$ cat src/rtl/clint_timer.sv
// clint_timer: core-local interruptor with mtime, mtimecmp and msip behind a one-deep req/rsp bus.
// Optional CLINT_HI_LATCH_EN adds a shadow of mtime[63:32] captured on mtime[31:0] reads.
module clint_timer #(
    parameter int unsigned TICK_DIV = 1,
    parameter int unsigned ADDR_W   = 16
) (
    input  logic              clk,
    input  logic              rst,
    input  logic              req_valid,
    output logic              req_ready,
    input  logic              req_we,
    input  logic [ADDR_W-1:0] req_addr,
    input  logic [31:0]       req_wdata,
    output logic              rsp_valid,
    input  logic              rsp_ready,
    output logic [31:0]       rsp_rdata,
    output logic              timer_irq,
    output logic              msip_irq,
    output logic [63:0]       mtime_out
);
    localparam int unsigned       PRE_W     = 16;
    localparam logic [PRE_W-1:0]  PRE_LAST  = PRE_W'(TICK_DIV - 1);
    localparam logic [ADDR_W-1:0] OFF_MSIP  = ADDR_W'(16'h0000);
    localparam logic [ADDR_W-1:0] OFF_CMPLO = ADDR_W'(16'h4000);
    localparam logic [ADDR_W-1:0] OFF_CMPHI = ADDR_W'(16'h4004);
    localparam logic [ADDR_W-1:0] OFF_MTLO  = ADDR_W'(16'hBFF8);
    localparam logic [ADDR_W-1:0] OFF_MTHI  = ADDR_W'(16'hBFFC);

    logic [PRE_W-1:0]  prescaler;
    logic [63:0]       mtime;
    logic [63:0]       mtime_nxt;
    logic [63:0]       mtimecmp;
    logic              msip;
    logic              tick;
    logic              accept;
    logic [ADDR_W-1:0] word_addr;
    logic              wr_en;
    logic              rd_en;
    logic [31:0]       rd_data;
    logic [31:0]       rd_hi_val;

    assign req_ready = !rsp_valid || rsp_ready;
    assign accept    = req_valid && req_ready;
    assign wr_en     = accept && req_we;
    assign rd_en     = accept && !req_we;
    assign word_addr = req_addr & ~ADDR_W'(3);
    assign tick      = (prescaler == PRE_LAST);
    assign msip_irq  = msip;
    assign mtime_out = mtime;

`ifdef CLINT_HI_LATCH_EN
    logic [31:0] mtime_hi_shadow;

    // Shadow follows any mtime write, otherwise snapshots the high half on a low-half read.
    always_ff @(posedge clk or posedge rst) begin
        if (rst) begin
            mtime_hi_shadow <= '0;
        end else if (wr_en && (word_addr == OFF_MTLO || word_addr == OFF_MTHI)) begin
            mtime_hi_shadow <= mtime_nxt[63:32];
        end else if (rd_en && word_addr == OFF_MTLO) begin
            mtime_hi_shadow <= mtime[63:32];
        end
    end

    assign rd_hi_val = mtime_hi_shadow;
`else
    assign rd_hi_val = mtime[63:32];
`endif

    // Read mux sees register state before this cycle's updates.
    always_comb begin
        rd_data = '0;
        case (word_addr)
            OFF_MSIP:  rd_data = {31'd0, msip};
            OFF_CMPLO: rd_data = mtimecmp[31:0];
            OFF_CMPHI: rd_data = mtimecmp[63:32];
            OFF_MTLO:  rd_data = mtime[31:0];
            OFF_MTHI:  rd_data = rd_hi_val;
            default:   rd_data = '0;
        endcase
    end

    // A bus write to either mtime half wins over the tick in the same cycle.
    always_comb begin
        mtime_nxt = mtime;
        if (wr_en && word_addr == OFF_MTLO) begin
            mtime_nxt = {mtime[63:32], req_wdata};
        end else if (wr_en && word_addr == OFF_MTHI) begin
            mtime_nxt = {req_wdata, mtime[31:0]};
        end else if (tick) begin
            mtime_nxt = mtime + 64'd1;
        end
    end

    always_ff @(posedge clk or posedge rst) begin
        if (rst) begin
            prescaler <= '0;
            mtime     <= '0;
            mtimecmp  <= '1;
            msip      <= 1'b0;
            timer_irq <= 1'b0;
        end else begin
            prescaler <= tick ? '0 : prescaler + PRE_W'(1);
            mtime     <= mtime_nxt;
            if (wr_en && word_addr == OFF_CMPLO) mtimecmp[31:0]  <= req_wdata;
            if (wr_en && word_addr == OFF_CMPHI) mtimecmp[63:32] <= req_wdata;
            if (wr_en && word_addr == OFF_MSIP)  msip            <= req_wdata[0];
            timer_irq <= (mtime >= mtimecmp);
        end
    end

    // Response slot: loads on accept, holds until consumed.
    always_ff @(posedge clk or posedge rst) begin
        if (rst) begin
            rsp_valid <= 1'b0;
            rsp_rdata <= '0;
        end else if (accept) begin
            rsp_valid <= 1'b1;
            rsp_rdata <= req_we ? 32'd0 : rd_data;
        end else if (rsp_ready) begin
            rsp_valid <= 1'b0;
        end
    end

endmodule

$ cat config.mk
export PLATFORM = sky130hd
export DESIGN_NAME = clint_timer
export DESIGN_NICKNAME = d
export VERILOG_FILES = /design/src/rtl/clint_timer.sv
export SDC_FILE = /design/constraint.sdc
export NUM_CORES = 1
export LEC_CHECK = 0
export CAP_MARGIN = 10
export CORE_AREA = 2 2 186 188
export DETAILED_ROUTE_END_ITERATION = 8
export DIE_AREA = 0 0 188 190
export GPL_ROUTABILITY_DRIVEN = 0
export GPL_TIMING_DRIVEN = 1
export MAX_ROUTING_LAYER = met4
export SLEW_MARGIN = 20
export SYNTH_ARGS = -nofsm -noshare
export SYNTH_HDL_FRONTEND = slang
export SYNTH_SLANG_ARGS = --single-unit
$ cat constraint.sdc
create_clock -name clk -period 9.7 [get_ports clk]
set_clock_uncertainty 0.15 [all_clocks]
set_input_delay 2.91 -clock clk [delete_from_list [all_inputs] [get_ports clk]]
set_output_delay 2.91 -clock clk [all_outputs]
set_load 0.005 [all_outputs]
==> flow_summary.ini, run 1 <==
[logic_synthesis]
syn_area_um2 = 10900
yosysMostFrequentCell = nand2_1
ys_ff_latch = 179
netlist_instances = 1118
ys_seq_area_share_pct = 41.7
synthTopCellsByCount = nand2_1, dfrtp_1, a21oi_1
syn_area_per_cell_um2 = 9.78
yosysWarnings = 0
synth_top_flop_cell = dfrtp_1
yosysUniqueCellTypes = 71
async_flop_share_pct = 100
synth_fp_nets = 1238
yosysTopAreaCell = dfrtp_1
synth_area_leaders = dfrtp_1, dfstp_2, ha_1
synth_edf_count = 0
netlist.area_leader.share_pct = 26.3

[clocking]
htreeDepth = 4
clockRootBuffer = clkbuf_16
cts_resized = 0
cts_buffers = 17
clkTransAtPathRegs_ns = 0.07
clockBufferDepth = 2
ctsHoldBuffers = 0
cts_tree = yes
numClockSinks = 179
clock_latency_ns = 0.44
cts_setup_buffers = 0

[timing]
worst_pin_slew_ns = 1.05
setup_viol = 0
min_period_over_period_pct = 73.3
layout_min_cycle_time_ns = 7.11
hold_viol_final = 0
max_freq_mhz = 141
rsz0062_at_grt = false
relSlewSlack_pct = 29.3
setup-tns-final_ns = 0
final_max_slew_viol_count = 0

[floorplan]
rows = 68
coreArea_um2 = 33900
dieArea_um2 = 35700
die-width_um = 188
io_pins = 153
die_y_um = 190
start_util_pct = 32.2

[drt]
wirelength_um = 34100
viasPerCell = 5.51
ant_nets = 0
routedWlPerCell_um = 20.0
dr.first_iter.drc_count = 756
num_vias = 9378
drt-pass1-iter-count = 7
drc_errors = 0

[status]
status = finished, final reports clean

[power_and_ir_drop]
seqPwrFrac_pct = 48.4
p_leak_uw = 0.00550
switching_power_uw = 437
clock_power_share_pct = 43.7
power_density_nw_per_um2 = 121
p_int_uw = 1180
power_frac_comb_pct = 7.9
p_sw_share_pct = 27.0
ir_worst_vdd_v = 0.000126

[finish]
syn_to_final_growth_pct = 22.2
final_util_pct = 39.4
antenna_cells = 0
drive_above_1_share_pct = 16.5
nets = 1355

[grt]
antenna_found_initial = 0
grt_pass1_wl_um = 53800
overflow = 0
grt_usage_pct = 19.9
grt_max_degree = 67
grt_pass1_vias = 9268

[critical_path]
critical_path_peak_fanout = 5
worst_ep_arrival_time_ns = 4.05
start_kind = input port
cp-end-kind = output port
cp.required_ns = 6.64
path_class = in2out

[hold_path]
hold_path.class = reg2reg

[place]
place.detailed.hpwl_um = 24200
port_buffers = 150

[flow_run]
drv_cap = 0
==> power by group through the flow <==
stage | Sequential, uW | Clock (uW) | Combinational, uW
after detailed placement | 798 | 0 | 132
after CTS | 784 | 717 | 133
after global routing | 787 | 750 | 146
final | 785 | 708 | 129
after global placement | 798 | 0 | 130
after floorplan | 788 | 0 | 59.3
==> cells by family after synthesis <==
| logic type | after synthesis | synth area share [%] |
|---|---|---|
| AO/OA/AOI/OAI | 282 | 17.4 |
| XOR/XNOR | 46 | 3.75 |
| adder cells (fa/ha/maj) | 67 | 7.67 |
| buffers and inverters | 138 | 5.72 |
| flip-flops | 179 | 41.7 |
| multiplexers | 66 | 6.78 |
| AND/OR/NAND/NOR | 340 | 17.0 |
==> stage by stage <==
| stage | setup WS [ns] | hold slack (ns) | total power, uW | cells | instance area [um2] |
|---|---|---|---|---|---|
| floorplan | 1.89 | 0.297 | 847 | 1118 | 10900 |
| global placement | 2.58 | 0.310 | 928 | 1671 | 12800 |
| detailed placement | 2.59 | 0.314 | 930 | 1671 | 12800 |
| CTS | 2.58 | 0.331 | 1630 | 1703 | 13400 |
| global route | 2.55 | 0.343 | 1680 | 1703 | 13400 |
| finish | 2.59 | 0.325 | 1620 | 1703 | 13400 |
==> sequential cells by signal (all words and copies together) (netlist names) <==
register   flops
msip_irq       1
mtime_out     64
mtimecmp      64
prescaler     16
rsp_rdata     32
rsp_valid      1
timer_irq      1
==> layout by cell type (no fill, tap or decap), types with 33 or more instances in the layout <==
| cell | netlist | layout |
|---|---|---|
| clkdlybuf4s50_1 | 0 | 150 |
| nand2_1 | 126 | 126 |
| dfrtp_1 | 115 | 115 |
| a21oi_1 | 84 | 84 |
| inv_1 | 75 | 74 |
| ha_1 | 67 | 67 |
| mux2_2 | 64 | 64 |
| dfstp_2 | 64 | 64 |
| o21ai_0 | 49 | 49 |
| nand3_1 | 46 | 45 |
| a21o_1 | 44 | 44 |
| nand4_1 | 42 | 42 |
| nor2_1 | 35 | 33 |
==> metal layers <==
metal / up-vias / global-route usage, % / wire [um]
li1: 4359 / - / -
met1: 4687 / 25.9 / 15400
met2: 299 / 32.1 / 16300
met3: 33 / 3.04 / 1850
met4: 0 / 5.69 / 581
met5: - / - / 0
==> worst paths after layout <==
check,startpoint,to,slack (ns),cells after the start
hold reg to reg,rsp_rdata[14],rsp_rdata[14],0.33,1
hold / removal,rsp_rdata[14],rsp_rdata[14],0.33,1
setup reg to reg,prescaler[0],mtime_out[26],6.28,8
max in group asynchronous,rst,rsp_rdata[20],5.33,3
min in group asynchronous,rst,rsp_rdata[4],2.76,2
setup / recovery,rsp_ready,req_ready,2.59,3
==> cell type report <==
| class | count | area (um2) |
|---|---|---|
| sequential | 179 | 4560 |
| multi-input combinational | 801 | 5770 |
| clock buffer | 17 | 425 |
| timing repair buffer | 161 | 1580 |
| inverter | 75 | 287 |
| clock inverter | 15 | 161 |
| fill | 3352 | 20600 |
| tap | 455 | 569 |
==> critical path, cell delays in order <==
cell,delay [ns]
clkdlybuf4s50_1,0.44
nand2b_1,0.17
clkdlybuf4s50_1,0.53
(Power assumes the default switching activity.)
==> run 2: changes to the inputs <==
clock period = 7.1 ns   (was 9.7 ns; I/O delays follow)
==> run 2 against run 1 <==
Total power up 39%. Worst setup slack worse by 1.0 ns. Worst hold slack better by 0.00091 ns. Final area up 0.31%. Critical path depth unchanged. Largest power group unchanged. Combinational power up 39%. Non-clock buffer count up 1.
==> flow_summary.ini, run 2 (synthesis results as in run 1) <==
[status]
status = finished, final reports clean

[finish]
multiInputGateArea_um2 = 5770
antenna_cells = 0
seq_area_um2 = 4560
final_util_pct = 39.5
nets = 1356
syn_to_final_growth_pct = 22.6
fillers = 3362
layout_common_cells = clkdlybuf4s50_1, nand2_1, dfrtp_1
drive_above_1_share_pct = 16.5
layout_commonest_cell = clkdlybuf4s50_1

[drt]
drt-pass1-iter-count = 7
dr.first_iter.drc_count = 752
ant_nets = 0
viasPerCell = 5.56
num_vias = 9468
drc_errors = 0
routedWlPerCell_um = 20.3
wirelength_um = 34600

[clocking]
clockBufferDepth = 2
clkTransAtPathRegs_ns = 0.07
numClockSinks = 179
cts_tree = yes
cts_resized = 0
htreeDepth = 4
clock_latency_ns = 0.44
cts_buffers = 17
cts_setup_buffers = 0
clockRootBuffer = clkbuf_16
ctsHoldBuffers = 0

[timing]
layout_min_cycle_time_ns = 5.55
max_freq_mhz = 180
min_period_over_period_pct = 78.2
holdWs_ns = 0.326
setup-tns-final_ns = 0
fin_ws_ns = 1.55
final_max_slew_viol_count = 0
hold_viol_final = 0
relSlewSlack_pct = 28.8
worst_pin_slew_ns = 1.06
rsz0062_at_grt = false
setup_viol = 0

[critical_path]
cp-end-kind = output port
cp.required_ns = 4.82
critPathSlowestCell = clkdlybuf4s50_1
start_kind = input port
critical_path_peak_fanout = 5
worst_ep_arrival_time_ns = 3.27
crit_path_cell_trace = clkdlybuf4s50_1 -> nand2b_1 -> clkdlybuf4s50_1
path_class = in2out
max_stage_delay_ns = 0.53
cpMostUsedCell = clkdlybuf4s50_1

[power_and_ir_drop]
clock_power_share_pct = 44.5
switching_power_uw = 597
seqPwrFrac_pct = 47.6
finalPower_uw = 2250
power_frac_comb_pct = 7.9
p_sw_share_pct = 26.5
p_leak_uw = 0.00553
ir_worst_vdd_v = 0.000164
power_density_nw_per_um2 = 168
p_int_uw = 1650

[flow_run]
drv_cap = 0

[floorplan]
dieArea_um2 = 35700
rows = 68
coreArea_um2 = 33900
io_pins = 153
start_util_pct = 32.2
die-width_um = 188
die_y_um = 190

[grt]
grt_pass1_wl_um = 54300
grt_pass1_vias = 9377
grt_max_degree = 114
grt_usage_pct = 20.0
overflow = 0
antenna_found_initial = 0

[place]
place.detailed.hpwl_um = 24400
post-place-ws_ns = 1.54
port_buffers = 150

[hold_path]
hold_path.class = reg2reg
[run 2: cell types whose count changed in the layout (fill, tap and decap cells not counted), sizes merged]
cell,change
clkinvlp,-1
buf,+1
bufinv,+1
[run 2: critical path: cells and delay by family]
family                 cells  cell delay, ns
AND/OR/NAND/NOR            1            0.17
buffers and inverters      2            0.97
[run 2: per-layer routing]
metal  GRT usage [%]  share of wire [%]  routed length [um]
met4            5.97                2.2                 775
met5               -                  0                   0
met2            31.8                 48               16500
met3            3.12                6.2                2140
met1            26.3                 44               15200
[run 2: final timing paths]
path / from / to / slack [ns] / cells after the start
max: rsp_ready / req_ready / 1.55 / 3
min: rsp_rdata[12] / rsp_rdata[12] / 0.33 / 1
max reg2reg: prescaler[0] / mtime_out[8] / 3.56 / 9
min reg2reg: rsp_rdata[12] / rsp_rdata[12] / 0.33 / 1
max in group asynchronous: rst / mtime_out[60] / 3.74 / 3
min in group asynchronous: rst / rsp_rdata[10] / 2.01 / 2
[run 2: area by class of cell]
type | instances | area share (%)
sequential | 179 | 34.0
clock buffer | 17 | 3.17
multi-input combinational | 801 | 43.1
tap | 455 | 4.25
clock inverter | 15 | 1.37
inverter | 75 | 2.14
timing repair buffer | 162 | 12.0
[run 2: metrics by stage]
step	cell area, um2	cells
5_1_grt	13400	1704
3_5_place_dp	12800	1672
3_3_place_gp	12800	1672
2_1_floorplan	10900	1118
6_report	13400	1704
4_1_cts	13400	1704
[run 2: power by group through the flow]
stage / combinational (uW) / sequential (uW) / clock [uW]
6_report: 179 / 1070 / 1000
5_1_grt: 197 / 1070 / 1060
4_1_cts: 182 / 1070 / 1020
3_5_place_dp: 181 / 1090 / 0
3_3_place_gp: 178 / 1090 / 0
2_1_floorplan: 81.0 / 1080 / 0
==> run 3: changes to the inputs <==
clock period = 4.45 ns   (was 7.1 ns; I/O delays follow)
==> run 3 against run 2 <==
Global-route usage down 0.18 points. Worst hold slack better by 0.0028 ns. Die area unchanged. Sequential cell count unchanged. Non-clock buffer count up 19. Sequential share of layout area down 0.36 points. Register-to-register slack worse by 2.2 ns.
==> flow_summary.ini, run 3 (synthesis results as in run 1) <==
[status]
status = finished, final reports clean

[floorplan]
die_y_um = 190
rows = 68
io_pins = 153
coreArea_um2 = 33900
die-width_um = 188
start_util_pct = 32.2
dieArea_um2 = 35700

[clocking]
clockBufferDepth = 2
cts_resized = 0
htreeDepth = 4
clock_latency_ns = 0.45
cts_buffers = 17
ctsHoldBuffers = 0
clkTransAtPathRegs_ns = 0.07
cts_setup_buffers = 0
clockRootBuffer = clkbuf_16
cts_tree = yes
numClockSinks = 179

[critical_path]
cpMostUsedCell = clkdlybuf4s50_1
path_class = in2out
cp.required_ns = 2.96
critical_path_peak_fanout = 5
start_kind = input port
cp-end-kind = output port
crit_path_cell_trace = clkdlybuf4s50_1 -> nand2b_1 -> clkdlybuf4s50_1
worst-path-buf-inv = 2
max_stage_delay_ns = 0.54
path_delay_family = buffers and inverters
worst_ep_arrival_time_ns = 2.50
critPathSlowestCell = clkdlybuf4s50_1

[finish]
seq_area_um2 = 4560
multiInputGateArea_um2 = 5760
layout_common_cells = clkdlybuf4s50_1, nand2_1, dfrtp_1
nets = 1375
drive_above_1_share_pct = 17.7
layout_commonest_cell = clkdlybuf4s50_1
fillers = 3322
final_util_pct = 39.9
syn_to_final_growth_pct = 23.9
antenna_cells = 0

[power_and_ir_drop]
p_leak_uw = 0.00561
power_density_nw_per_um2 = 264
ir_worst_vdd_v = 0.000276
finalPower_uw = 3580

[timing]
relSlewSlack_pct = 34.1
setup_viol = 0
min_period_over_period_pct = 89.5
max_freq_mhz = 251
layout_min_cycle_time_ns = 3.98
hold_viol_final = 0
setup-tns-final_ns = 0
rsz0062_at_grt = false
worst_pin_slew_ns = 0.982
holdWs_ns = 0.329
final_max_slew_viol_count = 0

[hold_path]
hold_path.class = reg2reg

[place]
place.detailed.hpwl_um = 25100
port_buffers = 150

[drt]
ant_nets = 0
wirelength_um = 34100
viasPerCell = 5.47
routedWlPerCell_um = 19.8
dr.first_iter.drc_count = 789
drc_errors = 0
num_vias = 9426
drt-pass1-iter-count = 5

[grt]
grt_usage_pct = 19.8
grt_pass1_wl_um = 53500
grt_max_degree = 92
antenna_found_initial = 0
grt_pass1_vias = 9404
overflow = 0

[flow_run]
drv_cap = 0
## run 3: cell count changes in the layout (fill, tap and decap cells not counted)
cell	previous run	this run
buf_4	11	28
clkbuf_1	0	1
nor2_2	0	2
inv_8	5	2
clkinvlp_4	2	4
buf_12	1	3
nor2_4	2	0
## run 3: final cells by class
| class | count | area share, % |
|---|---|---|
| clock buffers | 18 | 3.17 |
| clock inverters | 14 | 1.23 |
| flip-flops and latches | 179 | 33.7 |
| inverters | 75 | 2.11 |
| repair buffers | 181 | 13.1 |
| well taps | 455 | 4.20 |
| multi-input cells | 801 | 42.5 |
## run 3: final timing paths
| check | slack, ns | startpoint | end | cells past startpoint |
|---|---|---|---|---|
| max | 0.47 | rsp_ready | req_ready | 3 |
| min | 0.33 | rsp_rdata[9] | rsp_rdata[9] | 1 |
| max reg2reg | 1.34 | mtime_out[13] | mtime_out[46] | 7 |
| min reg2reg | 0.33 | rsp_rdata[9] | rsp_rdata[9] | 1 |
| max in group asynchronous | 2.44 | rst | mtime_out[58] | 3 |
| min in group asynchronous | 1.23 | rst | rsp_rdata[13] | 3 |
## run 3: worst reg2reg max path, stage by stage, from the launching register on
cell and delay [ns]:
dfrtp_1 0.52, and3_1 0.41, nor4b_4 0.49, buf_4 0.27, and4_1 0.51, nand2_1 0.22, o32ai_1 0.32, a21oi_1 0.10
## run 3: stage by stage
step / worst slack (ns) / cell area (um2) / instances
2_1_floorplan: 0.723 / 10900 / 1118
4_1_cts: 0.467 / 13500 / 1723
5_1_grt: 0.423 / 13500 / 1723
3_5_place_dp: 0.424 / 12900 / 1691
6_report: 0.465 / 13500 / 1723
3_3_place_gp: 0.437 / 12900 / 1691
## run 3: per-layer routing
layer  routed length (um)  track usage (%)  up-vias
met2                16300             31.8      291
met1                15400             25.5     4690
li1                     -                -     4397
met3                 1750             3.30       48
met4                  655             6.24        0
met5                    0                -        -
## run 3: power breakdown
part | internal, uW | switching (uW) | total (uW)
Clock | 846 | 729 | 1580
Combinational | 132 | 157 | 289
Sequential | 1650 | 63.0 | 1710
Total | 2630 | 949 | 3580
